File: src/rtl/leaky_relu_inv.sv
// leaky_relu_inv: float32 inverse leaky ReLU (y<0 -> y/|alpha|) with a bit-serial restoring divider
module leaky_relu_inv #(
  parameter int QBITS = 25
) (
  input  logic        clk,
  input  logic        rst,
  input  logic        in_valid,
  output logic        in_ready,
  input  logic [31:0] in_float,
  input  logic [31:0] coefficient,
  output logic        out_valid,
  input  logic        out_ready,
  output logic [31:0] out_float
);
  typedef enum logic [1:0] {IDLE, DIV, NORM, DONE} state_t;
  state_t state, state_nx;
  logic [24:0] rem, q;
  logic [23:0] ma;
  logic [7:0] ey, ea;
  logic [4:0] cnt;
  logic byp, ge;
  logic [31:0] byp_val, res;
  logic [24:0] sub;
  logic [22:0] mant;
  logic signed [9:0] e, ex;
  logic [7:0] y_e, a_e;
  assign y_e = in_float[30:23];
  assign a_e = coefficient[30:23];
  assign in_ready = state == IDLE;
  assign out_valid = state == DONE;
  always_comb begin
    byp = !(in_float[31] && y_e != 8'd0 && y_e != 8'd255 && a_e != 8'd0 && a_e != 8'd255);
    byp_val = !in_float[31] ? in_float :
              (y_e == 8'd255 && in_float[22:0] != 23'd0) ? 32'h7FC00000 :
              y_e == 8'd255 ? 32'hFF800000 :
              y_e == 8'd0 ? 32'h80000000 :
              (a_e == 8'd255 && coefficient[22:0] != 23'd0) ? 32'h7FC00000 :
              a_e == 8'd0 ? 32'hFF800000 :
              a_e == 8'd255 ? 32'h80000000 : 32'h0;
  end
  always_comb begin
    ge = rem >= {1'b0, ma};
    sub = rem - {1'b0, ma};
    e = $signed({2'b00, ey}) - $signed({2'b00, ea}) + 10'sd127;
    ex = q[24] ? e : e - 10'sd1;
    mant = q[24] ? q[23:1] : q[22:0];
    res = ex >= 10'sd255 ? 32'hFF800000 :
          ex <= 10'sd0 ? 32'h80000000 : {1'b1, ex[7:0], mant};
  end
  always_comb begin
    state_nx = state;
    case (state)
      IDLE: state_nx = in_valid ? (byp ? DONE : DIV) : IDLE;
      DIV:  state_nx = cnt == 5'(QBITS - 1) ? NORM : DIV;
      NORM: state_nx = DONE;
      DONE: state_nx = out_ready ? IDLE : DONE;
      default: state_nx = IDLE;
    endcase
  end
  always_ff @(posedge clk) begin
    if (rst) begin
      state <= IDLE;
      out_float <= 32'h0;
      rem <= '0;
      q <= '0;
      ma <= '0;
      ey <= '0;
      ea <= '0;
      cnt <= '0;
    end else begin
      state <= state_nx;
      if (state == IDLE && in_valid) begin
        if (byp) out_float <= byp_val;
        rem <= {2'b01, in_float[22:0]};
        ma <= {1'b1, coefficient[22:0]};
        ey <= y_e;
        ea <= a_e;
        q <= '0;
        cnt <= '0;
      end
      if (state == DIV) begin
        rem <= (ge ? sub : rem) << 1;
        q <= {q[23:0], ge};
        cnt <= cnt + 5'd1;
      end
      if (state == NORM) out_float <= res;
    end
  end
endmodule

File: config.mk
export PLATFORM = sky130hd
export DESIGN_NAME = leaky_relu_inv
export DESIGN_NICKNAME = d
export VERILOG_FILES = /design/src/rtl/leaky_relu_inv.sv
export SDC_FILE = /design/constraint.sdc
export NUM_CORES = 1
export LEC_CHECK = 0
export ABC_AREA = 1
export CAP_MARGIN = 20
export CORE_MARGIN = 2
export CORE_UTILIZATION = 60
export CTS_CLUSTER_SIZE = 10
export DETAILED_ROUTE_END_ITERATION = 12
export HOLD_SLACK_MARGIN = 0.03
export PLACE_DENSITY = 0.86
export SLEW_MARGIN = 10
export SYNTH_ARGS = -nofsm -noshare
export SYNTH_HDL_FRONTEND = slang
export SYNTH_SLANG_ARGS = --single-unit
File: constraint.sdc
create_clock -name clk -period 4.25 [get_ports clk]
set_input_delay 0.85 -clock clk [delete_from_list [all_inputs] [get_ports clk]]
set_output_delay 0.85 -clock clk [all_outputs]
set_load 0.05 [all_outputs]
# == After elaboration in Yosys (flattened, before gate mapping) ==
# Cells that the tools add are included.
# totals
regBits,129
in_bits,68
output_inout_bits,34
word_cells,70
# classes
add_sub_neg,5
n_lt_le_gt_ge,3
n_eq_ne,9
n_mux,26
n_reduce_logical,18
# op_table
operator,n
two-way mux 32 bit,10
two-way mux 25 bit,4
two-way mux 31 bit,2
nonzero test 23 bit,2
>= comparator 25 x 24 -> 1 bit,1
two-way mux 24 bit,1
subtractor 24 bit,1
two-way mux 23 bit,1
"== test 8 bit, second input constant",2
zero test 8 bit,2
"!= test 8 bit, second input constant",2
nonzero test 8 bit,2
"adder 9 x 8 -> 10 bit, second input constant",1
">= comparator 10 x 9 -> 1 bit, second input constant",1
"less-or-equal comparator 10 x 1 -> 1 bit, second input constant",1
two-way mux 10 bit,1
two-way mux 5 bit,2
"subtractor 10 x 2 -> 10 bit, second input constant",1
subtractor 8 x 8 -> 9 bit,1
two-way mux 2 bit,4
one-hot mux 2 bit (4 select lines),1
logical AND 1 bit,7
"adder 5 x 1 -> 5 bit, second input constant",1
"== test 5 bit, second input constant",1
7 further kinds,9

# == Longest topological paths before layout ==
# depth
ltp_word,11
depth_mapped,25
mapped_depth_nobuf,25

# == Least setup slack after synthesis ==
# OpenSTA, ideal clock, no wires.
# synth_timing
path_kind,register to register
from,reg ey[0]
to,reg out_float[13]
setup_time_ns,0.122
t_arrival_ns,2.772
required_time_ns,4.128
slack_ns,1.356
stages_incl_launch_ff,22
path_buffers,1
period_less_slack_ns,2.894
path_cell_list,dfxtp_1 -> inv_1 -> ha_1 -> inv_1 -> fa_1 -> inv_1 -> ha_1 -> inv_1 -> nor2_1 -> nand3_1 -> nor2_1 -> nand2_1 -> nor2_2 -> nand2_1 -> nand2_1 -> nand2_1 -> nand3b_2 -> nand2_4 -> nor2_8 -> buf_6 -> nand2_2 -> a21oi_2
# synth_between
elab_chain_len,8
word_cells_on_any_way,9
classes_between,3 x add/sub; 2 x order compare; 4 x mux
# synth_rtl
item,line,source
start: declaration,19,"logic [7:0] ey, ea;"
start signal: assignment,76,ey <= y_e;
subtractor 8 x 8 -> 9 bit (*),44,"e = $signed({2'b00, ey}) - $signed({2'b00, ea}) + 10'sd127;"
adder 9 x 8 -> 10 bit (*),44,
subtractor 10 x 2 -> 10 bit,45,ex = q[24] ? e : e - 10'sd1;
two-way mux 10 bit (*),45,
less-or-equal comparator 10 x 1 -> 1 bit,48,"ex <= 10'sd0 ? 32'h80000000 : {1'b1, ex[7:0], mant};"
two-way mux 31 bit,48,
two-way mux 31 bit (*),47,res = ex >= 10'sd255 ? 32'hFF800000 :
two-way mux 32 bit (*),86,if (state == NORM) out_float <= res;
end signal: assignment,73,if (byp) out_float <= byp_val;
end signal: assignment,86,
end: declaration,13,output logic [31:0] out_float
# Mark *: on every way between the ends. The rest lies on a longest branch, timed or not.
# A chain may end at the register's enable or synchronous reset.

# == Worst setup path in the final report ==
# layout_timing
from,reg ey[0]
to,reg out_float[5]
# Same word-level chain as after synthesis.

==> reports/qor.yml <==
grt-ovfl-total: 0
post-route-drc-count: 0
postLayoutSetupSlackWorst_ns: 0.7255
globalplace.congestion: 0.9294
mostFrequentLayoutCell: "nand2_1"
placement.setup.worst_slack_ns: 0.8167
routed_wl_um: 22790
cp_cell_sequence: "inv_1 -> ha_1 -> inv_1 -> fa_1 -> inv_1 -> nand2_1 -> a21oi_2 -> nand3_2 -> nor2_4 -> nand3_1 -> nand2_1 -> nand2_1 -> nand3_2 -> nor2_1 -> a21oi_2 -> nand2_4 -> nor2_8 -> nand2_1 -> a21oi_1"
slowest_delay_ns: 0.43
first_pass_iters: 6
die_area_um2: 14260
starting_utilization_of_the_core_area_pct: 60.85
worst-path-buf-inv: 3
global_route.usage.met2_pct: 52.87
critical_path_source: "ey[0]"
cts.root.buffer_cell: "clkbuf_16"
timing.rr.start: "ey[0]"
cts_setup_buffers: 0
detailedRoute.firstIterationViolations: 727
global_route_total_usage_across_every_layer_pct: 32.42
num_antenna_cells: 0
fp.dieH_um: 119.4
num_io_pins: 102
maximum_number_of_pins_on_one_net_before_global_route_repair: 74
number_of_enable_type_register_cells_in_the_synthesized_netlist: 0
max-vdd-ir-drop_v: 0.0003788
rsz0062_at_grt: "false"
tightestPinTransition_ns: 0.7931
port-buffer-count: 100
fraction_of_layout_cells_with_a_size_suffix_above_1_pct: 6.979
required_ns: 4.61
clock-sinks: 129
rows: 42
asyncSetResetFlopFracSynth_pct: 0
core_area_um2: 13140
clk_transition_reported_paths_ns: 0.06
nets_in_the_synthesized_netlist: 1326
p_per_area_nw_per_um2: 536.9
final_report_hold_violation_count: 0
tritoncts: "done"
cts.repair.resized: 0
die_width_um: 119.4
hold_slack_ns: 0.4572
timing.final.max_slew_violations: 0
endpoint_kind: "flip-flop"
critical_path_peak_fanout: 23
antenna_violations_before_repair: 0
wire_length_of_the_first_global_routing_pass_um: 37550
setup_viol: 0
path_class: "flip-flop to flip-flop"
first_global_vias: 8013
power.sequential.fraction_pct: 27.3
comb_power_share_pct: 40.8
post-dp-hpwl_um: 15700
final_period_minus_worst_setup_slack_ns: 3.524
gr-usage-met3_pct: 6.418
p_leak_nw: 4.198
mostFrequentLayoutCells: "333 x nand2_1, 143 x a21oi_1, 129 x dfxtp_1, 122 x inv_1, 114 x o21ai_0"
cts_hold_repair.buffers: 0
worstPathArrival_ns: 3.88
clock_power_share_pct: 32.0
critPathMostFrequentCell: "nand2_1"
max_clock_freq_mhz: 283.7
clock_latency_late_sink_ns: 0.43
final.period_utilization_pct: 82.93
post_drt_wl_per_cell_um: 15.40
worstSetupStartpointType: "flip-flop"
postSynthAreaPerCell_um2: 6.552
power.internal_w: 0.003172
skew_ns: 0.009436
drt.antenna.violating_nets: 0
synth_cell_type_count: 43
number_of_buffers_created_by_cts: 17
drv.max_cap_violation_count: 0
placed_cells_incl_taps: 1448
route.vias.total: 8601
ctsHtreeMaxLevel: 4
gate_count_post_synth: 1220
critical-path-slowest-cell: "fa_1"
ys_seq_elements: 129
flow.area_growth_from_synthesis_pct: 21.83
grt_use_met1_pct: 42.98
layoutNonFillerInstCount: 1480
hp-start: "ea[3]"
ys.flop_type: "dfxtp_1"
status: "completed"
power_switching_share_pct: 39.34
global_route.peak_usage_layer: "met2"
cpLargestDelayFamily: "simple AND/OR/NAND/NOR gates"
netSwitchingPower_w: 0.002057
setup_tns_ns: 0
nNetsFinal: 1397
cts_buffer_depth: 2
area_of_the_mapped_netlist_um2: 7994
viasPerCell: 5.811
yosysWarningCount: 0
holdCritPathClass: "flip-flop to flip-flop"
synth_sequential_area_ratio_pct: 32.31
max_slew_margin_vs_limit_pct: 47.07
## kinds of logic (layout without fill, tap and decap cells)
family,count (synthesis),in the layout,share of synthesized area [%]
compound gates,341,341,23.54
xor+xnor,19,19,2.082
fa+ha+maj,38,38,6.136
buf+inv,188,272,9.094
flops,129,129,32.31
simple gates,505,505,26.84
## power by group through the flow
stage | Combinational (W) | Clock (W) | Sequential (W)
after floorplan | 0.00149 | 0 | 0.00156
after global placement | 0.00204 | 0 | 0.00144
after detailed placement | 0.00208 | 0 | 0.00145
after CTS | 0.00210 | 0.00168 | 0.00142
after global routing | 0.00239 | 0.00173 | 0.00144
final | 0.00213 | 0.00167 | 0.00143
## cell usage after synthesis (all sizes together) (7+ instances only)
master,instances,area (µm²)
xnor2,12,105.1
nand3,57,295.3
inv,126,473.0
nand4,8,50.05
dfxtp,129,2582
ha,36,450.4
clkbuf,52,195.2
o211ai,9,67.56
xor2,7,61.31
buf,9,55.05
nand2,352,1371
nor2,61,260.3
a21oi,156,829.6
o21ai,114,570.6
nor4,16,100.1
a31oi,42,262.8
a21o,7,52.55
## layer usage
layer | wire [µm] | up-vias
li1 | - | 4211
met1 | 9548 | 3934
met2 | 10520 | 401
met3 | 2185 | 55
met4 | 537 | 0
met5 | 0 | -
## layout make-up
cell class	instances	area, µm²
Clock buffer	19	452.9
Clock inverter	13	221.5
Fill cell	1071	3398
Inverter	127	476.7
Multi-Input combinational cell	903	4692
Sequential cell	129	2582
Tap cell	176	220.2
Timing Repair Buffer	113	1094
## worst min-delay path, cell delays in order (launching register included)
cell     delay, ns
dfxtp_1       0.29
inv_1         0.06
a21oi_1       0.05
## through the flow
step	power (W)	area [µm²]	utilization, %
finish	0.005230	9739	74.13
global route	0.005552	9739	74.13
CTS	0.005206	9739	74.13
detailed placement	0.003526	9065	69.00
global placement	0.003485	9065	69.00
floorplan	0.003050	7994	-
## flip-flops by register name, indices dropped and copies added (netlist names)
register / flops
state: 2
ma: 24
ea: 8
out_float: 32
rem: 25
q: 25
cnt: 5
ey: 8
## path summary, 6_finish.rpt
path         slack [ns]           end  depth (start not counted)
max                0.73  out_float[5]                         19
min                0.46         ea[3]                          2
max reg2reg        0.73  out_float[5]                         19
min reg2reg        0.46         ea[3]                          2
(Power assumes the default switching activity.)
